===== config.mk =====
export PLATFORM = sky130hd
export DESIGN_NAME = multi_gate_accum_flat
export DESIGN_NICKNAME = d
export VERILOG_FILES = /design/src/rtl/multi_gate_accum_pkg.sv /design/src/rtl/multi_gate_accum_if.sv /design/src/rtl/gate_reduce_step.sv /design/src/rtl/multi_gate_accum.sv /design/src/flat_wrapper.sv
export SDC_FILE = /design/constraint.sdc
export NUM_CORES = 1
export LEC_CHECK = 0
export BUFFER_PORTS_ARGS = -buffer_cell sky130_fd_sc_hd__buf_2
export CORE_MARGIN = 4
export CORE_UTILIZATION = 50
export CTS_CLUSTER_SIZE = 14
export DETAILED_ROUTE_END_ITERATION = 16
export PLACE_DENSITY = 0.78
export SYNTH_ARGS = -nofsm -noshare
export SYNTH_HDL_FRONTEND = slang
export SYNTH_SLANG_ARGS = --single-unit

===== constraint.sdc =====
create_clock -name clk -period 1.95 [get_ports clk]
set_clock_uncertainty 0.05 [all_clocks]
set_input_delay 0.39 -clock clk [delete_from_list [all_inputs] [get_ports clk]]
set_output_delay 0.39 -clock clk [all_outputs]
set_load 0.02 [all_outputs]

===== src/rtl/multi_gate_accum_pkg.sv =====
// Shared definitions for the multi-input gate accumulator: op encoding, FSM states,
// and helpers that split an op into its base reduction and its final inversion.
package multi_gate_pkg;

    localparam logic [2:0] OP_AND  = 3'd0;
    localparam logic [2:0] OP_OR   = 3'd1;
    localparam logic [2:0] OP_NAND = 3'd2;
    localparam logic [2:0] OP_NOR  = 3'd3;
    localparam logic [2:0] OP_XOR  = 3'd4;
    localparam logic [2:0] OP_XNOR = 3'd5;

    typedef enum logic [1:0] {IDLE, COLLECT, OUTPUT} state_t;

    typedef enum logic [1:0] {BASE_AND, BASE_OR, BASE_XOR} base_op_t;

    function automatic logic is_legal(input logic [2:0] op);
        return op <= OP_XNOR;
    endfunction

    function automatic logic is_inverting(input logic [2:0] op);
        return (op == OP_NAND) || (op == OP_NOR) || (op == OP_XNOR);
    endfunction

    function automatic base_op_t base_of(input logic [2:0] op);
        case (op)
            OP_OR, OP_NOR:   return BASE_OR;
            OP_XOR, OP_XNOR: return BASE_XOR;
            default:         return BASE_AND;
        endcase
    endfunction

endpackage


===== src/rtl/multi_gate_accum_if.sv =====
// Operand and result valid/ready streams of the gate accumulator.
interface multi_gate_accum_if #(
    parameter int WIDTH = 8
) ();
    logic             in_valid;
    logic             in_ready;
    logic [WIDTH-1:0] in_data;
    logic             out_valid;
    logic             out_ready;
    logic [WIDTH-1:0] out_data;

    modport master (output in_valid, in_data, out_ready,
                    input  in_ready, out_valid, out_data);

    modport slave  (input  in_valid, in_data, out_ready,
                    output in_ready, out_valid, out_data);
endinterface


===== src/rtl/gate_reduce_step.sv =====
// One pairwise step of the bitwise reduction; inversion is applied later, once.
module gate_reduce_step
    import multi_gate_pkg::*;
#(
    parameter int WIDTH = 8
) (
    input  logic [WIDTH-1:0] acc,
    input  logic [WIDTH-1:0] in_data,
    input  base_op_t         base,
    output logic [WIDTH-1:0] acc_nxt
);

    always_comb begin
        case (base)
            BASE_OR:  acc_nxt = acc | in_data;
            BASE_XOR: acc_nxt = acc ^ in_data;
            default:  acc_nxt = acc & in_data;
        endcase
    end

endmodule


===== src/rtl/multi_gate_accum.sv =====
// N-operand, W-bit gate engine: collects NUM_OPS operands over a stream, reduces them
// with the selected gate, and presents the result on an output stream.
module multi_gate_accum
    import multi_gate_pkg::*;
#(
    parameter  int WIDTH   = 8,
    parameter  int NUM_OPS = 3,
    localparam int CNTW    = $clog2(NUM_OPS + 1)
) (
    input  logic                 clk,
    input  logic                 rst_n,
    input  logic                 start,
    input  logic [2:0]           op,
    multi_gate_accum_if.slave    bus,
    output logic                 busy,
    output logic                 err,
    output logic [CNTW-1:0]      op_cnt
);

    localparam logic [CNTW-1:0] LAST_CNT = CNTW'(NUM_OPS - 1);

    state_t           state, state_nxt;
    logic [2:0]       op_q;
    logic [WIDTH-1:0] acc;
    logic [WIDTH-1:0] out_data_q;
    logic [WIDTH-1:0] step_out;
    logic [WIDTH-1:0] acc_nxt;
    base_op_t         base_q;
    logic             in_hs;
    logic             last_hs;

    assign base_q  = base_of(op_q);
    assign in_hs   = bus.in_valid && bus.in_ready;
    assign last_hs = in_hs && (op_cnt == LAST_CNT);

    gate_reduce_step #(.WIDTH(WIDTH)) u_step (
        .acc     (acc),
        .in_data (bus.in_data),
        .base    (base_q),
        .acc_nxt (step_out)
    );

    // The first operand seeds the accumulator instead of being combined with stale state.
    assign acc_nxt      = (op_cnt == '0) ? bus.in_data : step_out;
    assign bus.out_data = out_data_q;

    always_comb begin
        // NOTE: every output of this block gets a default first so no path can infer a latch.
        state_nxt     = state;
        bus.in_ready  = 1'b0;
        bus.out_valid = 1'b0;
        busy          = 1'b0;
        case (state)
            IDLE: begin
                if (start && is_legal(op)) state_nxt = COLLECT;
            end
            COLLECT: begin
                bus.in_ready = 1'b1;
                busy         = 1'b1;
                if (last_hs) state_nxt = OUTPUT;
            end
            OUTPUT: begin
                bus.out_valid = 1'b1;
                busy          = 1'b1;
                if (bus.out_ready) state_nxt = IDLE;
            end
            default: state_nxt = IDLE;
        endcase
    end

    // NOTE: sequential state uses non-blocking assignments so all registers update together.
    always_ff @(posedge clk or negedge rst_n) begin
        if (!rst_n) begin
            state      <= IDLE;
            op_q       <= 3'd0;
            acc        <= '0;
            out_data_q <= '0;
            op_cnt     <= '0;
            err        <= 1'b0;
        end else begin
            state <= state_nxt;
            err   <= (state == IDLE) && start && !is_legal(op);
            case (state)
                IDLE: begin
                    if (start && is_legal(op)) begin
                        op_q   <= op;
                        op_cnt <= '0;
                    end
                end
                COLLECT: begin
                    if (in_hs) begin
                        acc    <= acc_nxt;
                        op_cnt <= op_cnt + CNTW'(1);
                        if (last_hs)
                            out_data_q <= is_inverting(op_q) ? ~acc_nxt : acc_nxt;
                    end
                end
                OUTPUT: begin
                    if (bus.out_ready) op_cnt <= '0;
                end
                default: ;
            endcase
        end
    end

endmodule


===== src/flat_wrapper.sv =====
// flat-port wrapper written by rule: the top's interface ports become plain ports
module multi_gate_accum_flat import multi_gate_pkg::*;
#(
    parameter  int WIDTH   = 8,
    parameter  int NUM_OPS = 3,
    localparam int CNTW    = $clog2(NUM_OPS + 1)
)
  (clk, rst_n, start, op, busy, err, op_cnt, bus_in_valid, bus_in_data, bus_out_ready, bus_in_ready, bus_out_valid, bus_out_data);
  multi_gate_accum_if #(.WIDTH(WIDTH)) bus_i ();
  input  logic clk;
  input  logic rst_n;
  input  logic start;
  input  logic [2:0] op;
  output logic busy;
  output logic err;
  output logic [CNTW-1:0] op_cnt;
  input wire logic [$bits(bus_i.in_valid)-1:0] bus_in_valid;
  input wire logic [$bits(bus_i.in_data)-1:0] bus_in_data;
  input wire logic [$bits(bus_i.out_ready)-1:0] bus_out_ready;
  output wire logic [$bits(bus_i.in_ready)-1:0] bus_in_ready;
  output wire logic [$bits(bus_i.out_valid)-1:0] bus_out_valid;
  output wire logic [$bits(bus_i.out_data)-1:0] bus_out_data;
  assign bus_i.in_valid = bus_in_valid;
  assign bus_i.in_data = bus_in_data;
  assign bus_i.out_ready = bus_out_ready;
  assign bus_in_ready = bus_i.in_ready;
  assign bus_out_valid = bus_i.out_valid;
  assign bus_out_data = bus_i.out_data;
  multi_gate_accum #(.WIDTH(WIDTH), .NUM_OPS(NUM_OPS)) u_core (.clk(clk), .rst_n(rst_n), .start(start), .op(op), .bus(bus_i), .busy(busy), .err(err), .op_cnt(op_cnt));
endmodule

==> flow_summary.yaml, run 1 <==
run_status:
  status: "finished, violations left"
  violations: "hold timing"
logic_synthesis:
  ys_types: 36
  synth_area_sq_um: 1720
  synth_ff_type: "dfrtp_1"
  synthCells: 182
  post_synth.cell_area_avg_sq_um: 9.46
  synth-async-reset-ratio_pct: 100
  ys_seq_elements: 24
  synth_edf_count: 0
  ys_warn_count: 0
  syn_nets: 223
  synth_seq_area_share_pct: 34.9
floorplan:
  rows: 21
  die_w_um: 66.7
  fp.dieArea_sq_um: 4450
  io_pins: 30
  die_height_um: 66.7
  initial_core_util_pct: 51.6
  core_sq_um: 3340
clocking:
  cts_buffer_depth: 2
  numCtsBuffers: 3
  cts_root_buf: "clkbuf_4"
  clkTransAtPathRegs_ps: 120
  cts_sinks: 24
  cts_tree: "built"
  clk_latency_ps: 300
  cts_hold_buf: 0
  cts-htree-levels: 1
  post-cts-setup-buffer-count: 0
drt:
  drcViolationCount: 0
  vias: 1385
  drt-initial-drc-count: 78
  wl_per_cell_um: 12.8
  ant_nets: 0
  firstDrtPassIters: 4
  vias_per_cell: 5.21
  wirelength_um: 3400
timing:
  hold_ws_ps: -13.0
  slew_headroom_pct: 64.4
  hold_violations: 12
  grt_setup_unrepaired: "false"
  fmax_ghz: 0.536
  period_minus_slack_ps: 1870
  drv_slew: 0
  post-route-period-util_pct: 95.7
  worst_slew_pin_slew_ps: 534
  setup_viol_count_final: 0
global_route:
  grtUsageTotal_pct: 17.4
  grt_first_pass_wirelength_um: 5990
  grt_pass1_vias: 1409
  grt_max_degree: 25
  grt_overflow: 0
  antenna_found_initial: 0
placed_design:
  hpwlAfterDp_um: 2700
  placed_cell_area_sq_um: 1970
  routabilityCongestion: 0.805
  numPortBuffers: 29
setup_path:
  path_max_fanout: 6
  critPathCaptureType: "flip-flop"
  worstSetupPathType: "flip-flop to flip-flop"
  worstPathRequired_ps: 2110
  cp.arrival_ps: 2030
  setup.worst_path.start_class: "flip-flop"
cells_and_area:
  final_cell_mix: "buf_2 (29), inv_1 (26), dfrtp_1 (24), nand2_1 (23), ha_1 (23)"
  final_layout_size_suffix_gt1_share_pct: 26.8
  syn_to_final_growth_pct: 17.2
  diodes: 0
  final_common_cell: "buf_2"
  fin_nets: 263
  finalInstanceArea_sq_um: 2020
pwr:
  powerDensity_nw_per_um2: 1300
  finalPower_mw: 2.63
  ir_worst_vdd_mv: 0.994
  p_leak_nw: 1.08
flow_run:
  maxCapViolations: 0
hold_path:
  worstHoldPathType: "primary input to async pin"
-- what timing repair did --
item                       CTS  global route
resized for setup            2             4
setup endpoints to repair    7             8
gates cloned                 0             0
-- per-layer routing --
metal	routed length [um]	part of all wire, %	vias to the layer above	global-route usage [%]
met5	0	0	-	0
met4	49	1.4	0	3.30
met3	204	6.0	8	5.06
met2	1610	47	31	30.2
met1	1540	45	649	21.5
li1	-	-	697	-
-- power breakdown --
| group | switching [mW] | leakage (nW) | total (mW) | internal [mW] |
|---|---|---|---|---|
| Combinational | 0.870 | 0.762 | 1.59 | 0.722 |
| Sequential | 0.144 | 0.308 | 0.828 | 0.685 |
| Clock | 0.138 | 0.0138 | 0.210 | 0.0722 |
| Total | 1.15 | 1.08 | 2.63 | 1.48 |
-- layout make-up --
cell class | count | area, sq um
Fill cell | 300 | 1320
Multi-Input combinational cell | 127 | 1010
Sequential cell | 24 | 601
Timing Repair Buffer | 40 | 228
Inverter | 26 | 97.6
Tap cell | 46 | 57.6
Clock buffer | 3 | 22.5
-- per-stage QoR --
stage	setup WS, ps	utilization (%)	TNS (ps)	cells
floorplan	53.6	-	0	182
global placement	15.3	59.1	0	263
detailed placement	-23.7	59.1	-77.2	263
CTS	21.5	60.0	0	266
global route	4.27	60.5	0	266
finish	82.9	60.5	0	266
-- final timing paths --
check                                       start                endpoint  slack [ps]  depth (start not counted)
min in group clk                            op[1]              u_core.err         270                          3
hold / removal                              rst_n  u_core.bus.out_data[6]         -10                          1
setup / recovery                   u_core.op_q[2]  u_core.bus.out_data[4]          80                          6
max in group asynchronous                   rst_n           u_core.acc[5]        1500                          1
hold reg to reg            u_core.bus.out_data[4]  u_core.bus.out_data[4]         470                          1
setup reg to reg                   u_core.op_q[2]  u_core.bus.out_data[4]          80                          6
-- critical path: stages (launching register included) --
cell and delay, ps:
dfrtp_1 420, nand2b_1 200, ha_4 340, nand2b_2 150
a2bb2oi_2 200, and3_1 170, a221o_1 250
-- synth_stat cells, types with 2 or more instances --
master      n  area [sq um]
a21oi_1     2          10.0
a221o_1     8          80.1
a2bb2oi_2   6          90.1
and3_1      6          37.5
buf_6       2          22.5
clkbuf_1    2          7.51
dfrtp_1    24           601
ha_1       25           313
inv_1      26          97.6
nand2_1    23          86.3
nand2b_1    9          56.3
nand3_1     7          35.0
nor2_1     10          37.5
nor2b_1     3          18.8
nor3b_1     2          15.0
o21ai_0     7          35.0
-- kinds of logic (layout without fill, tap and decap cells) --
kind of cell    count (synthesis)  after routing  share of synthesized area, %
mux                             3              3                          1.89
flops                          24             24                          34.9
fa+ha+maj                      25             25                          18.2
compound gates                 35             35                          18.9
buf+inv                        31             69                          7.70
simple gates                   64             64                          18.5
-- registers in the layout (all words and copies together) (netlist names) --
name                 flops
u_core.state             2
u_core.op_q              3
u_core.acc               8
u_core.err               1
u_core.bus.out_data      8
u_core.op_cnt            2
Note: power is estimated with default switching activity, not from simulation.
==> inputs of run 2 (changes only) <==
--- a/config.mk
+++ b/config.mk
@@ -7,10 +7,11 @@
 export LEC_CHECK = 0
 export BUFFER_PORTS_ARGS = -buffer_cell sky130_fd_sc_hd__buf_2
 export CORE_MARGIN = 4
-export CORE_UTILIZATION = 50
+export CORE_UTILIZATION = 56
 export CTS_CLUSTER_SIZE = 14
 export DETAILED_ROUTE_END_ITERATION = 16
-export PLACE_DENSITY = 0.78
+export MAX_ROUTING_LAYER = met4
+export PLACE_DENSITY = 0.83
 export SYNTH_ARGS = -nofsm -noshare
 export SYNTH_HDL_FRONTEND = slang
 export SYNTH_SLANG_ARGS = --single-unit
==> constraint.sdc (replaced) <==
create_clock -name clk -period 2.3 [get_ports clk]
set_clock_uncertainty 0.05 [all_clocks]
set_input_delay 0.46 -clock clk [delete_from_list [all_inputs] [get_ports clk]]
set_output_delay 0.46 -clock clk [all_outputs]
set_load 0.02 [all_outputs]
==> run 2 against run 1 <==
- the flow now finishes without violations
- power is 18% lower
- final cell count is 8.6% lower
- wire length is 6.1% higher
- non-clock buffer count is 9 lower
- via count is 0.58% higher
- core utilization is 6.9 points higher
- fmax is 9.5% lower
- hold slack better by 67 ps
- count of clock-buffer cells in the layout is 1 higher
- worst setup slack better by 150 ps
- combinational power is 23% lower
- critical path depth is 1 lower
- highest routed layer unchanged
==> flow_summary.yaml, run 2 (synthesis gave the netlist of run 1 again) <==
setup_path:
  crit_path_top_delay_cell: "a2111oi_2"
  reg2reg_depth: 5
  critPathTopFamily: "compound AO/OA/AOI/OAI gates"
  path_max_fanout: 6
  endpoint: "u_core.bus.out_data[6]"
  worstPathRequired_ps: 2470
  setup.worst_path.start_class: "flip-flop"
  crit_start: "u_core.op_q[2]"
  r2r_setup_slack_ps: 240
  cp_cell_sequence: "nand2b_1, ha_1, a2111oi_2, nor2_1, a221o_1"
  worstSetupPathType: "flip-flop to flip-flop"
  reg2reg_to: "u_core.bus.out_data[6]"
  critPathCaptureType: "flip-flop"
  cp.depth: 5
  crit_buf_inv: 0
  cpPeakStageDelay_ps: 490
  timing.rr.start: "u_core.op_q[2]"
  cp.arrival_ps: 2230
global_route:
  grtUsageTotal_pct: 19.9
  grt_first_pass_wirelength_um: 6290
  grt_overflow: 0
  grt_pass1_vias: 1439
  grt_max_degree: 25
  antenna_found_initial: 0
pwr:
  ir_worst_vdd_mv: 0.822
  finalPower_mw: 2.16
  powerDensity_nw_per_um2: 1120
  p_leak_nw: 1.05
drt:
  firstDrtPassIters: 4
  vias_per_cell: 5.73
  vias: 1393
  drcViolationCount: 0
  drt-initial-drc-count: 43
  wl_per_cell_um: 14.8
  ant_nets: 0
  wirelength_um: 3610
cells_and_area:
  final_cells: 243
  final_common_cell: "buf_2"
  final_core_util_pct: 67.4
  final_layout_size_suffix_gt1_share_pct: 22.2
  diodes: 0
  syn_to_final_growth_pct: 11.6
  finalInstanceArea_sq_um: 1920
  fin_nets: 254
  seq_area_sq_um: 601
  multi_input_area_sq_um: 988
  fillCellCount: 253
  final_cell_mix: "buf_2 (29), inv_1 (26), ha_1 (25), dfrtp_1 (24), nand2_1 (23)"
timing:
  fmax_ghz: 0.485
  worst_slack_ps: 237
  hold_violations: 0
  tns_ps: 0
  worst_slew_pin_slew_ps: 544
  slew_headroom_pct: 63.7
  period_minus_slack_ps: 2060
  grt_setup_unrepaired: "false"
  hold_ws_ps: 54.0
  setup_viol_count_final: 0
  drv_slew: 0
  post-route-period-util_pct: 89.7
floorplan:
  die_height_um: 63.4
  initial_core_util_pct: 60.4
  rows: 19
  io_pins: 30
  die_w_um: 63.4
  fp.dieArea_sq_um: 4030
  core_sq_um: 2850
clocking:
  cts-htree-levels: 1
  cts_tree: "built"
  cts_hold_buf: 0
  post_cts_resized: 0
  clk_latency_ps: 320
  cts_root_buf: "clkbuf_4"
  cts_sinks: 24
  numCtsBuffers: 3
  clkTransAtPathRegs_ps: 140
  post-cts-setup-buffer-count: 0
  cts_buffer_depth: 2
placed_design:
  placed_cell_area_sq_um: 1890
  numPlacedInstances: 239
  numPortBuffers: 29
  routabilityCongestion: 0.865
  hpwlAfterDp_um: 2750
  pre_cts_slack_ps: 253
hold_path:
  worstHoldPathType: "primary input to async pin"
run_status:
  status: "complete, no violations"
flow_run:
  maxCapViolations: 0
[run 2: cell count changes in the layout (fill, tap and decap cells not counted)]
cell,previous run,this run
and3b_1,0,1
and3b_2,1,0
buf_4,11,2
clkbuf_8,0,1
ha_1,23,25
ha_2,1,0
ha_4,1,0
nor2_2,0,1
nor2_4,1,0
nor2b_1,2,3
nor2b_2,1,0
[run 2: worst min path at each step]
stage          start                      to  slack [ps]  cells past startpoint
3_3_place_gp   rst_n  u_core.bus.out_data[7]         420                      1
4_1_cts        rst_n           u_core.acc[7]          70                      1
6_report       rst_n           u_core.acc[4]          50                      1
2_1_floorplan  rst_n           u_core.acc[0]         110                      0
3_5_place_dp   rst_n           u_core.acc[7]         420                      1
5_1_grt        rst_n           u_core.acc[4]          70                      1
[run 2: layout make-up]
type                    instances  area share [%]
well taps                      31            2.02
flip-flops and latches         24            31.3
repair buffers                 31            8.33
inverters                      26            5.08
multi-input cells             127            51.4
clock buffers                   4            1.89
[run 2: layer usage]
metal  wire [um]  global-route usage [%]
met4          81                    8.09
met2        1750                    34.3
met5           0                       -
met3         158                    3.02
met1        1610                    23.1
[run 2: worst reg2reg max path: stages (launching register included)]
cell and delay [ps]:
dfrtp_1 430, nand2b_1 170, ha_1 400, a2111oi_2 490
nor2_1 100, a221o_1 320
[run 2: power breakdown]
group	internal [mW]	switching, mW	total (mW)	leakage [nW]
registers	0.580	0.128	0.708	0.308
logic	0.507	0.715	1.22	0.718
clock network	0.0968	0.132	0.229	0.0210
total	1.18	0.975	2.16	1.05
==> inputs of run 3 (changes only) <==
--- a/config.mk
+++ b/config.mk
@@ -7,11 +7,11 @@
 export LEC_CHECK = 0
 export BUFFER_PORTS_ARGS = -buffer_cell sky130_fd_sc_hd__buf_2
 export CORE_MARGIN = 4
-export CORE_UTILIZATION = 56
+export CORE_UTILIZATION = 55
 export CTS_CLUSTER_SIZE = 14
 export DETAILED_ROUTE_END_ITERATION = 16
 export MAX_ROUTING_LAYER = met4
-export PLACE_DENSITY = 0.83
+export PLACE_DENSITY = 0.82
 export SYNTH_ARGS = -nofsm -noshare
 export SYNTH_HDL_FRONTEND = slang
 export SYNTH_SLANG_ARGS = --single-unit
==> run 3 against run 2 <==
- clock power up 3%
- flip-flop and latch count unchanged
- register-to-register slack better by 30 ps
- hold slack worse by 22 ps
- power up 0.78%
- global-route usage down 1.9 points
- largest power group unchanged
- worst setup slack better by 25 ps
==> flow_summary.yaml, run 3 (synthesis gave the netlist of run 1 again) <==
floorplan:
  core_sq_um: 3030
  io_pins: 30
  rows: 20
  initial_core_util_pct: 56.9
  fp.dieArea_sq_um: 4090
  die_height_um: 64.0
  die_w_um: 64.0
cells_and_area:
  finalInstanceArea_sq_um: 1960
  final_layout_size_suffix_gt1_share_pct: 23.3
  final_cells: 259
  final_core_util_pct: 64.8
  diodes: 0
  final_cell_mix: "buf_2 (29), inv_1 (26), ha_1 (25), dfrtp_1 (24), nand2_1 (23)"
  syn_to_final_growth_pct: 13.9
  fin_nets: 257
  fillCellCount: 285
  final_common_cell: "buf_2"
timing:
  post-route-period-util_pct: 88.6
  drv_slew: 0
  grt_setup_unrepaired: "false"
  worst_slew_pin_slew_ps: 531
  fmax_ghz: 0.491
  worst_slack_ps: 262
  period_minus_slack_ps: 2040
  hold_ws_ps: 31.5
  tns_ps: 0
  setup_viol_count_final: 0
  slew_headroom_pct: 64.6
  hold_violations: 0
run_status:
  status: "complete, no violations"
clocking:
  numCtsBuffers: 3
  post-cts-setup-buffer-count: 0
  cts_buffer_depth: 2
  clkTransAtPathRegs_ps: 140
  clk_latency_ps: 330
  post_cts_resized: 0
  cts_root_buf: "clkbuf_4"
  cts_tree: "built"
  cts-htree-levels: 1
  cts_sinks: 24
  cts_hold_buf: 0
setup_path:
  reg2reg_to: "u_core.bus.out_data[6]"
  timing.rr.start: "u_core.op_q[2]"
  crit_path_top_delay_cell: "a2111oi_2"
  cp_cell_sequence: "nand2b_1, ha_1, a2111oi_2, nor2_1, a221o_1"
  critPathTopFamily: "compound AO/OA/AOI/OAI gates"
  critPathCaptureType: "flip-flop"
  cpPeakStageDelay_ps: 470
  cp.arrival_ps: 2220
  setup.worst_path.start_class: "flip-flop"
  r2r_setup_slack_ps: 260
  path_max_fanout: 6
  worstPathRequired_ps: 2480
  crit_buf_inv: 0
  reg2reg_depth: 5
  worstSetupPathType: "flip-flop to flip-flop"
hold_path:
  worstHoldPathType: "primary input to async pin"
placed_design:
  numPlacedInstances: 255
  pre_cts_slack_ps: 285
  placed_cell_area_sq_um: 1920
  hpwlAfterDp_um: 2690
  numPortBuffers: 29
  routabilityCongestion: 0.860
global_route:
  grt_pass1_vias: 1319
  grtUsageTotal_pct: 18.0
  grt_max_degree: 25
  grt_overflow: 0
  grt_first_pass_wirelength_um: 5750
  antenna_found_initial: 0
pwr:
  p_leak_nw: 1.06
  ir_worst_vdd_mv: 0.601
  finalPower_mw: 2.18
  powerDensity_nw_per_um2: 1110
drt:
  wirelength_um: 3380
  drt-initial-drc-count: 74
  vias_per_cell: 5.26
  wl_per_cell_um: 13.0
  ant_nets: 0
  drcViolationCount: 0
  vias: 1363
  firstDrtPassIters: 4
flow_run:
  maxCapViolations: 0
run 3: cell types whose count changed in the layout (fill, tap and decap cells not counted), sizes merged:
cell	delta
buf	+3
run 3: layout make-up:
cell class,instances,area (sq um),share of cell area (%)
inverter,26,97.6,4.98
tap,44,55.1,2.81
multi-input combinational,127,988,50.4
timing repair buffer,34,183,9.32
sequential,24,601,30.6
clock buffer,4,36.3,1.85
run 3: metal layers:
metal | vias to the layer above | part of all wire (%) | track usage (%)
met3 | 5 | 5.1 | 2.99
li1 | 684 | - | -
met2 | 31 | 48 | 29.4
met4 | 0 | 1.6 | 6.74
met5 | - | 0 | -
met1 | 643 | 45 | 22.4
run 3: worst max-delay path by stage:
stage	from	to	slack [ps]	depth (start not counted)
final	u_core.op_q[2]	u_core.bus.out_data[6]	260	5
after global routing	u_core.op_q[2]	u_core.bus.out_data[6]	110	5
after CTS	u_core.op_q[2]	u_core.bus.out_data[6]	260	5
after detailed placement	u_core.op_q[2]	u_core.bus.out_data[6]	280	5
after global placement	u_core.op_q[2]	u_core.bus.out_data[6]	320	5
after floorplan	u_core.op_q[2]	u_core.bus.out_data[6]	400	5
run 3: where the power goes:
part	total, mW	switching, mW	internal, mW
Combinational	1.24	0.708	0.531
Clock	0.235	0.138	0.0971
Sequential	0.702	0.122	0.580
